<file path="src/rtl/router_if.sv">
// Port bundle for the 16-port serial router: per-port data, frame and valid
// lines in both directions, plus the per-input busy flags.
interface router_if;
  logic [15:0] din;
  logic [15:0] frame_n;
  logic [15:0] valid_n;
  logic [15:0] dout;
  logic [15:0] frameo_n;
  logic [15:0] valido_n;
  logic [15:0] busy_n;

  modport master (
    output din, frame_n, valid_n,
    input  dout, frameo_n, valido_n, busy_n
  );

  modport slave (
    input  din, frame_n, valid_n,
    output dout, frameo_n, valido_n, busy_n
  );
endinterface

</file>
<file path="src/rtl/router.sv">
// 16x16 serial packet router: 4-bit address, 5 pad cycles, then payload cut through with 1-cycle latency.
// Define ROUTER_RR_ARB_EN for per-output round-robin arbitration; the default is fixed priority (lowest input wins).
module router (
  input  logic      clock,
  input  logic      reset_n,
  router_if.slave   bus
);
  localparam int NP = 16;

  typedef enum logic [2:0] {S_IDLE, S_ADDR, S_PAD, S_DATA, S_DROP} state_t;

  state_t        state_q [NP];
  state_t        state_d [NP];
  logic [3:0]    cnt_q   [NP];
  logic [3:0]    cnt_d   [NP];
  logic [3:0]    addr_q  [NP];
  logic [3:0]    addr_d  [NP];
  logic [NP-1:0] won_q, won_d;
  logic [NP-1:0] armed_q;
  logic [NP-1:0] req, gnt;
  logic [NP-1:0] out_busy_q, out_busy_d, out_set, out_rel;
  logic [NP-1:0] dout_q, dout_d, frameo_q, frameo_d, valido_q, valido_d, busy;
`ifdef ROUTER_RR_ARB_EN
  logic [3:0]    ptr_q [NP];
  logic [3:0]    ptr_d [NP];
`endif

  // An input requests its output once, on the first padding cycle, if still framed.
  always_comb begin
    for (int i = 0; i < NP; i++)
      req[i] = (state_q[i] == S_PAD) && (cnt_q[i] == 4'd0) && !bus.frame_n[i];
  end

  always_comb begin : arb_p
    logic       found;
    logic [3:0] idx;
    // NOTE: every combinational output gets a default first, so no path can infer a latch.
    gnt   = '0;
    found = 1'b0;
    idx   = '0;
`ifdef ROUTER_RR_ARB_EN
    ptr_d = ptr_q;
`endif
    for (int d = 0; d < NP; d++) begin
      found = 1'b0;
      for (int k = 0; k < NP; k++) begin
`ifdef ROUTER_RR_ARB_EN
        idx = ptr_q[d] + 4'(k) + 4'd1;
`else
        idx = 4'(k);
`endif
        if (!found && !out_busy_q[d] && req[idx] && addr_q[idx] == 4'(d)) begin
          gnt[idx] = 1'b1;
          found    = 1'b1;
`ifdef ROUTER_RR_ARB_EN
          ptr_d[d] = idx;
`endif
        end
      end
    end
  end

  always_comb begin
    for (int i = 0; i < NP; i++) begin
      state_d[i] = state_q[i];
      cnt_d[i]   = cnt_q[i];
      addr_d[i]  = addr_q[i];
      won_d[i]   = won_q[i];
      case (state_q[i])
        S_IDLE:
          // Only a falling frame edge starts a packet; frame held low across reset is ignored.
          if (!bus.frame_n[i] && armed_q[i]) begin
            state_d[i] = S_ADDR;
            cnt_d[i]   = 4'd1;
            addr_d[i]  = {3'b000, bus.din[i]};
          end
        S_ADDR:
          if (bus.frame_n[i]) state_d[i] = S_IDLE;
          else begin
            addr_d[i][cnt_q[i][1:0]] = bus.din[i];
            if (cnt_q[i] == 4'd3) begin
              state_d[i] = S_PAD;
              cnt_d[i]   = 4'd0;
              won_d[i]   = 1'b0;
            end else cnt_d[i] = cnt_q[i] + 4'd1;
          end
        S_PAD:
          if (bus.frame_n[i]) begin
            state_d[i] = S_IDLE;
            won_d[i]   = 1'b0;
          end else begin
            if (cnt_q[i] == 4'd0) won_d[i] = gnt[i];
            if (cnt_q[i] == 4'd4) state_d[i] = won_q[i] ? S_DATA : S_DROP;
            else cnt_d[i] = cnt_q[i] + 4'd1;
          end
        S_DATA, S_DROP:
          if (bus.frame_n[i]) state_d[i] = S_IDLE;
        default: state_d[i] = S_IDLE;
      endcase
    end
  end

  // Crossbar: each granted DATA-phase input drives its output; unclaimed outputs idle.
  always_comb begin
    dout_d   = '0;
    frameo_d = '1;
    valido_d = '1;
    out_set  = '0;
    out_rel  = '0;
    for (int i = 0; i < NP; i++) begin
      if (gnt[i]) out_set[addr_q[i]] = 1'b1;
      if (state_q[i] == S_DATA) begin
        dout_d[addr_q[i]]   = bus.din[i];
        frameo_d[addr_q[i]] = bus.frame_n[i];
        valido_d[addr_q[i]] = bus.valid_n[i];
        if (bus.frame_n[i]) out_rel[addr_q[i]] = 1'b1;
      end else if (state_q[i] == S_PAD && won_q[i] && bus.frame_n[i]) begin
        out_rel[addr_q[i]] = 1'b1;
      end
      busy[i] = (state_q[i] == S_DROP) ||
                (state_q[i] == S_PAD && cnt_q[i] != 4'd0 && !won_q[i]);
    end
    out_busy_d = (out_busy_q & ~out_rel) | out_set;
  end

  // NOTE: sequential state uses non-blocking assignments so every register samples pre-edge values.
  always_ff @(posedge clock or negedge reset_n) begin
    if (!reset_n) begin
      for (int i = 0; i < NP; i++) begin
        state_q[i] <= S_IDLE;
        cnt_q[i]   <= '0;
        addr_q[i]  <= '0;
`ifdef ROUTER_RR_ARB_EN
        ptr_q[i]   <= 4'hF;
`endif
      end
      won_q      <= '0;
      armed_q    <= '0;
      out_busy_q <= '0;
      dout_q     <= '0;
      frameo_q   <= '1;
      valido_q   <= '1;
    end else begin
      state_q    <= state_d;
      cnt_q      <= cnt_d;
      addr_q     <= addr_d;
`ifdef ROUTER_RR_ARB_EN
      ptr_q      <= ptr_d;
`endif
      won_q      <= won_d;
      armed_q    <= bus.frame_n;
      out_busy_q <= out_busy_d;
      dout_q     <= dout_d;
      frameo_q   <= frameo_d;
      valido_q   <= valido_d;
    end
  end

  assign bus.dout     = dout_q;
  assign bus.frameo_n = frameo_q;
  assign bus.valido_n = valido_q;
  assign bus.busy_n   = ~busy;
endmodule

</file>
<file path="src/flat_wrapper.sv">
// flat-port wrapper written by rule: the top's interface ports become plain ports
module router_flat 
  (clock, reset_n, bus_din, bus_frame_n, bus_valid_n, bus_dout, bus_frameo_n, bus_valido_n, bus_busy_n);
  router_if bus_i ();
  input  logic clock;
  input  logic reset_n;
  input wire logic [$bits(bus_i.din)-1:0] bus_din;
  input wire logic [$bits(bus_i.frame_n)-1:0] bus_frame_n;
  input wire logic [$bits(bus_i.valid_n)-1:0] bus_valid_n;
  output wire logic [$bits(bus_i.dout)-1:0] bus_dout;
  output wire logic [$bits(bus_i.frameo_n)-1:0] bus_frameo_n;
  output wire logic [$bits(bus_i.valido_n)-1:0] bus_valido_n;
  output wire logic [$bits(bus_i.busy_n)-1:0] bus_busy_n;
  assign bus_i.din = bus_din;
  assign bus_i.frame_n = bus_frame_n;
  assign bus_i.valid_n = bus_valid_n;
  assign bus_dout = bus_i.dout;
  assign bus_frameo_n = bus_i.frameo_n;
  assign bus_valido_n = bus_i.valido_n;
  assign bus_busy_n = bus_i.busy_n;
  router u_core (.clock(clock), .reset_n(reset_n), .bus(bus_i));
endmodule
</file>
<file path="config.mk">
export PLATFORM = sky130hd
export DESIGN_NAME = router_flat
export DESIGN_NICKNAME = d
export VERILOG_FILES = /design/src/rtl/router_if.sv /design/src/rtl/router.sv /design/src/flat_wrapper.sv
export SDC_FILE = /design/constraint.sdc
export NUM_CORES = 2
export LEC_CHECK = 0
export ABC_AREA = 1
export CORE_MARGIN = 2
export CORE_UTILIZATION = 33
export DETAILED_ROUTE_END_ITERATION = 12
export GPL_TIMING_DRIVEN = 0
export HOLD_SLACK_MARGIN = 0.03
export SKIP_CTS_REPAIR_TIMING = 1
export SLEW_MARGIN = 20
export SYNTH_ARGS = -nofsm -noshare
export SYNTH_HDL_FRONTEND = slang
export SYNTH_SLANG_ARGS = --single-unit
</file>
<file path="constraint.sdc">
create_clock -name clock -period 6 [get_ports clock]
set_input_delay 0.6 -clock clock [delete_from_list [all_inputs] [get_ports clock]]
set_output_delay 0.6 -clock clock [all_outputs]
set_load 0.02 [all_outputs]
</file>
Yosys cells after proc, flatten, opt, wreduce, memory -nomap -nowiden
Cells that the tools add are included.
{"block": "totals", "register_bits": 272, "out_inout_bits": 64, "word_cells": 3143}
{"block": "op_classes", "add_sub_neg": 16, "n_lt_le_gt_ge": 64, "eq_ne": 480, "muxes": 1084, "bitwise": 38, "reduce_logical": 1392}
{"operator": "$mux W16", "count": 112}
{"operator": "$logic_and A1 B1 Y1", "count": 896}
{"operator": "$bwmux W16", "count": 45}
{"operator": "$mux W1", "count": 591}
{"operator": "$or A16 B16 Y16", "count": 33}
{"operator": "$eq A4 B4 Y1 const B", "count": 128}
{"operator": "$mux W4", "count": 112}
{"operator": "$mux W3", "count": 112}
{"operator": "$eq A4 B3 Y1 const B", "count": 80}
{"operator": "$logic_not A1 Y1", "count": 288}
{"operator": "$eq A4 B2 Y1 const B", "count": 48}
{"operator": "$pmux W3 S4", "count": 16}
{"operator": "$pmux W4 S3", "count": 16}
{"operator": "$logic_not A4 Y1", "count": 32}
{"operator": "$ne A2 B2 Y1 const B", "count": 64}
{"operator": "$pmux W4 S2", "count": 16}
{"operator": "$reduce_and A4 Y1", "count": 32}
{"operator": "$ne A3 B2 Y1 const B", "count": 38}
{"operator": "$eq A3 B2 Y1 const B", "count": 32}
{"operator": "$lt A4 B5 Y1 const B", "count": 16}
{"operator": "$reduce_and A5 Y1", "count": 16}
{"operator": "$add A4 B1 Y4 const B", "count": 16}
{"operator": "$bwmux W4", "count": 16}
{"operator": "$demux W1 S4", "count": 16}
{"operator": "other kinds (19)", "count": 303}

Logic depth before layout (Yosys ltp)
{"block": "depth", "word_depth": 99, "ltp_mapped": 25, "mapped_depth_nobuf": 25}

Worst setup path before layout
Ideal clock, no wire load.
{"block": "synth_path", "path_kind": "register to register", "startpoint": "register u_core.cnt_q[60] (netlist name)", "endpoint": "register u_core.out_busy_q[13]", "setup_ps": 140, "arrival_ps": 2796, "required_time_ps": 5860, "path_slack_ps": 3065, "path_stages_with_launch": 21, "path_cell_list": "dfrtp_1 > inv_1 > ha_1 > nand3_2 > nor2_8 > buf_6 > nand3_4 > nand2_4 > nor2_4 > nand4_4 > nor4_4 > nand2_1 > nor3_2 > nand4_1 > nand3_1 > o21ai_1 > nor2_1 > nand2_2 > o21ai_4 > buf_6 > o211ai_2"}
{"block": "synth_between", "elab_chain_cells": 98, "elab_cells_between_ends": 1522}
{"item": "start, declared", "line": "router.sv:14", "rtl": "logic [3:0] cnt_q [NP];"}
{"item": "start signal, assigned", "line": "router.sv:145", "rtl": "cnt_q <= cnt_d;"}
{"item": "$logic_not A4 Y1 (*)", "line": "router.sv:31", "rtl": "req[i] = (state_q[i] == S_PAD) && (cnt_q[i] == 4'd0) && !bus.frame_n[i];"}
{"item": "$logic_and A1 B1 Y1 (*) (2 in series)", "line": "router.sv:31"}
{"item": "$logic_and A1 B1 Y1 (2 in series)", "line": "router.sv:52", "rtl": "if (!found && !out_busy_q[d] && req[idx] && addr_q[idx] == 4'(d)) begin"}
{"item": "$mux W1", "line": "router.sv:52"}
{"item": "$logic_not A1 Y1", "line": "router.sv:52"}
{"item": "$logic_and A1 B1 Y1 (3 in series)", "line": "router.sv:52"}
{"item": "$mux W1", "line": "router.sv:52"}
{"item": "$logic_not A1 Y1", "line": "router.sv:52"}
{"item": "[... 60 more ...]"}
{"item": "$logic_and A1 B1 Y1 (3 in series)", "line": "router.sv:52"}
{"item": "$mux W1", "line": "router.sv:52"}
{"item": "$logic_not A1 Y1", "line": "router.sv:52"}
{"item": "$logic_and A1 B1 Y1 (3 in series)", "line": "router.sv:52"}
{"item": "$mux W1 (16 in series)", "line": "router.sv:52"}
{"item": "$mux W16 (*)", "line": "router.sv:111", "rtl": "if (gnt[i]) out_set[addr_q[i]] = 1'b1;"}
{"item": "$or A16 B16 Y16 (*)", "line": "router.sv:123", "rtl": "out_busy_d = (out_busy_q & ~out_rel) | out_set;"}
{"item": "named net u_core.out_busy_d[13]", "line": "router.sv:21", "rtl": "logic [NP-1:0] out_busy_q, out_busy_d, out_set, out_rel;"}
{"item": "end signal, assigned", "line": "router.sv:152", "rtl": "out_busy_q <= out_busy_d;"}
{"item": "end, declared", "line": "router.sv:21"}
The timed path passes the listed nets; every way through them passes the cells marked *.
A chain may end at the register's enable or synchronous reset.

Final worst setup path
{"block": "layout_path", "startpoint": "input port bus_frame_n[13]", "endpoint": "register u_core.out_busy_q[6]"}
{"block": "layout_between", "elab_chain_cells": 32, "elab_cells_between_ends": 262}
{"item": "start, declared", "line": "flat_wrapper.sv:8", "rtl": "input wire logic [$bits(bus_i.frame_n)-1:0] bus_frame_n;"}
{"item": "$logic_not A1 Y1", "line": "router.sv:31"}
{"item": "$logic_and A1 B1 Y1", "line": "router.sv:31"}
{"item": "$logic_and A1 B1 Y1 (2 in series)", "line": "router.sv:52"}
{"item": "$mux W1", "line": "router.sv:52"}
{"item": "$logic_not A1 Y1", "line": "router.sv:52"}
{"item": "$logic_and A1 B1 Y1 (3 in series)", "line": "router.sv:52"}
{"item": "$mux W1", "line": "router.sv:52"}
{"item": "$logic_not A1 Y1", "line": "router.sv:52"}
{"item": "$logic_and A1 B1 Y1 (3 in series)", "line": "router.sv:52"}
{"item": "$mux W1 (16 in series)", "line": "router.sv:52"}
{"item": "$mux W16", "line": "router.sv:111"}
{"item": "$or A16 B16 Y16 (*)", "line": "router.sv:123"}
{"item": "named net u_core.out_busy_d[6]", "line": "router.sv:21"}
Marked as above.

==> metrics.md <==
| Metric | Value |
|---|---|
| GP Congestion | ~1.1 |
| Total power | 14.2 mW |
| Site row count | 113 |
| Critical path fanouts, max | 10 |
| Largest net degree at the start of global routing | 94 |
| Final Util | 0.378 |
| Most frequent cell after synthesis | nand2_1 |
| Top post-synthesis cells by area | dfrtp_1, nand2_1, inv_1 |
| Synth Warn # | 0 |
| Leading area contributor after synthesis | dfrtp_1 |
| First-pass GRT wire length | ~250000 um |
| Vias/cell | ~6 |
| Slew @ Worst Pin | around 1.3 ns |
| VDD IR max | between 0.0002 and 0.00025 V |
| Ys flop type | dfrtp_1 |
| Die area | roughly 100000 um2 |
| Die Height | 314 um |
| Seq/Total Area, Yosys | 0.215 |
| Post-route ant nets | 0 |
| WL per Instance | around 26 um |
| Synth async-reset ratio | 1.00 |
| DP HPWL | 144000 um |
| Average cell area after synthesis | between 6 and 7 um2 |
| Clk slew on worst S/H paths | about 0.06 ns |
| Crit path launch type | primary input |
| F_max | 185 MHz |
| Crit Path Category | in -> reg |
| Core area | between 90000 and 100000 um2 |
| Worst path setup slack after routing | a little under 0.6 ns |
| Maximum clock path buffer count | 3 |
| Global Route Usage Sum | 0.343 |
| CTS root buffer | clkbuf_16 |
| Fin cells | 6724 |
| Port Buf Inserts | 112 |
| CP startpoint | bus_frame_n[13] |
| Gr ovfl total | 0 |
| Latest clock arrival within the worst-skew pair | around 0.62 ns |
| Post-synth EDFFs | 0 |
| CP endpoint kind | flip-flop |
| Hold Violations, Final | 0 |
| Req. time, crit path | ~6.5 ns |
| Via count | roughly 40000 |
| Critical Path AT | roughly 5.9 ns |
| Final setup fails | 0 |
| Area grow syn2layout | 13.2% |
| Slowest CP cell | nor3_1 |
| Synthesized flop and latch total | about 270 |
| Worst slew margin | 0.106 |
| R2R depth | 15 |
| CP dominant cell by count | nand4_1 |
| Outcome | completed |
| Place WS | 0.337 ns |
| R2R Setup Slk | 0.93 ns |
| Fin crit period | 5.42 ns |
| CTS tree | done |
| Max-slew violations | 0 |
| DRT iter0 DRCs | a little under 6000 |
| Synth cell count leaders | nand2_1, inv_1, nor2_1 |
| Count of different cell masters after synthesis | between 70 and 80 |
| Layout cells sized above 1 | 0.0682 |
| Synthesized Nets | around 5400 |
| CTS buffer count | 38 |
| Worst path bufs/invs | 5 |
| Cell family with most CP delay | simple AND/OR/NAND/NOR gates |
| CTS H-tree lvls | 2 |
| Nets | between 5000 and 6000 |
| Placed cell count | 6656 |
| CTS Sinks | roughly 270 |
| Drc violations | 0 |
| I/O Pins | roughly 110 |
| Routed WL | 176000 um |
| Crit path cell chain | clkdlybuf4s50_1 -> clkbuf_1 -> inv_1 -> nor3_1 -> clkbuf_1 -> nand2_1 -> o221ai_1 -> a2111oi_2 -> buf_2 -> nand3_1 -> nand4_1 -> nor3b_1 -> nand4_1 -> nor2_1 -> nand4_1 -> nor2_1 -> o21ai_0 |
| PD cells | between 300 and 400 nW/um2 |
| Worst hold start | bus_frame_n[12] |
| Reg2Reg Launch Point | u_core.state_q[2] |
| Vias in the first global route | between 30000 and 40000 |
| Cell count of the worst hold path | 1 |
| Maxcap violations | 0 |
| Die W | ~310 um |
| Area share of the largest cell type after synthesis | 0.189 |
| RSZ-0062 raised after global routing | no |
| Instance count on the critical path | 17 |
| Crit-path max cell delay | 0.88 ns |
| Part of the cycle the worst path needs | 0.903 |
| Initial antenna violation count | 5 |
| Post-synthesis cell area | between 30000 and 40000 um2 |
| Hold Crit Class | in -> reg |
| Skew final | roughly 0.034 ns |
| DRT Pass-1 Iters | 8 |
| Leak Pwr | 15.0 nW |
| Initial Util | 0.334 |
| Post-synthesis cell count | between 5000 and 6000 |
==> cell type report <==
| type | instances | area, um2 |
|---|---|---|
| tap | 1265 | 1580 |
| timing repair buffer | 119 | 1240 |
| buffer | 135 | 657 |
| inverter | 921 | 3460 |
| clock buffer | 54 | 1130 |
| antenna | 1 | 2.50 |
| clock inverter | 12 | 218 |
| multi-input combinational | 3945 | 20900 |
| sequential | 272 | 6850 |
| fill | 10550 | 59300 |
==> cells in the final DEF (no fill, tap or decap), types with 32 or more instances in the layout <==
cell and instances:
dfstp_2 32, a31oi_1 45, o21ai_0 505, dfrtp_1 240
o211ai_1 200, nor3_1 191, a311oi_1 41, o221ai_1 77
o22ai_1 39, inv_2 53, a221oi_1 34, nand4_1 128
nand3_1 342, clkbuf_16 39, nand2_1 873, inv_1 854
clkdlybuf4s50_1 111, ha_1 64, clkbuf_1 100, a21oi_1 252
nor2_2 50, nor2_1 782
==> metrics by stage <==
step / hold WS [ns] / instance area, um2 / setup TNS (ns)
2_1_floorplan: 0.304 / 31800 / 0
5_1_grt: 0.456 / 36000 / 0
6_report: 0.433 / 36000 / 0
3_3_place_gp: 0.493 / 34500 / -2089.68
4_1_cts: -0.142 / 36000 / 0
3_5_place_dp: 0.500 / 34600 / 0
==> final timing paths <==
check | to
min reg2reg | u_core.won_q[2]
max reg2reg | u_core.out_busy_q[6]
max | u_core.out_busy_q[6]
max in group asynchronous | u_core.bus.valido_n[11]
min | u_core.armed_q[12]
min in group asynchronous | u_core.state_q[40]
==> sequential cells by signal, indices dropped and copies added (netlist names) <==
register             count
u_core.addr_q           64
u_core.cnt_q            64
u_core.state_q          48
u_core.armed_q          16
u_core.bus.dout         16
u_core.bus.frameo_n     16
u_core.bus.valido_n     16
u_core.out_busy_q       16
u_core.won_q            16
==> cells by family (layout without fill, tap and decap cells) <==
logic type	count (synthesis)	in the layout	synth area share
AND/OR/NAND/NOR	2524	2524	0.360
AO/OA/AOI/OAI	1355	1355	0.270
buffers and inverters	1056	1241	0.129
flip-flops	272	272	0.215
adder cells (fa/ha/maj)	64	64	0.0252
multiplexers	2	2	0.000708
other	0	1	0
==> per-layer routing <==
metal | up-vias | GRT usage | wire, um
met1 | 18940 | 0.444 | 69500
met3 | 610 | 0.0712 | 19000
li1 | 18371 | - | -
met5 | - | 0 | 26
met4 | 4 | 0.221 | 13600
met2 | 2545 | 0.519 | 73700
==> power by group <==
| part | internal (mW) | leakage (nW) | switching, mW | total, mW |
|---|---|---|---|---|
| combinational | 2.17 | 10.9 | 6.36 | 8.53 |
| clock | 1.56 | 0.668 | 0.948 | 2.51 |
| sequential | 2.49 | 3.41 | 0.708 | 3.20 |
Note: power is estimated with default switching activity, not from simulation.
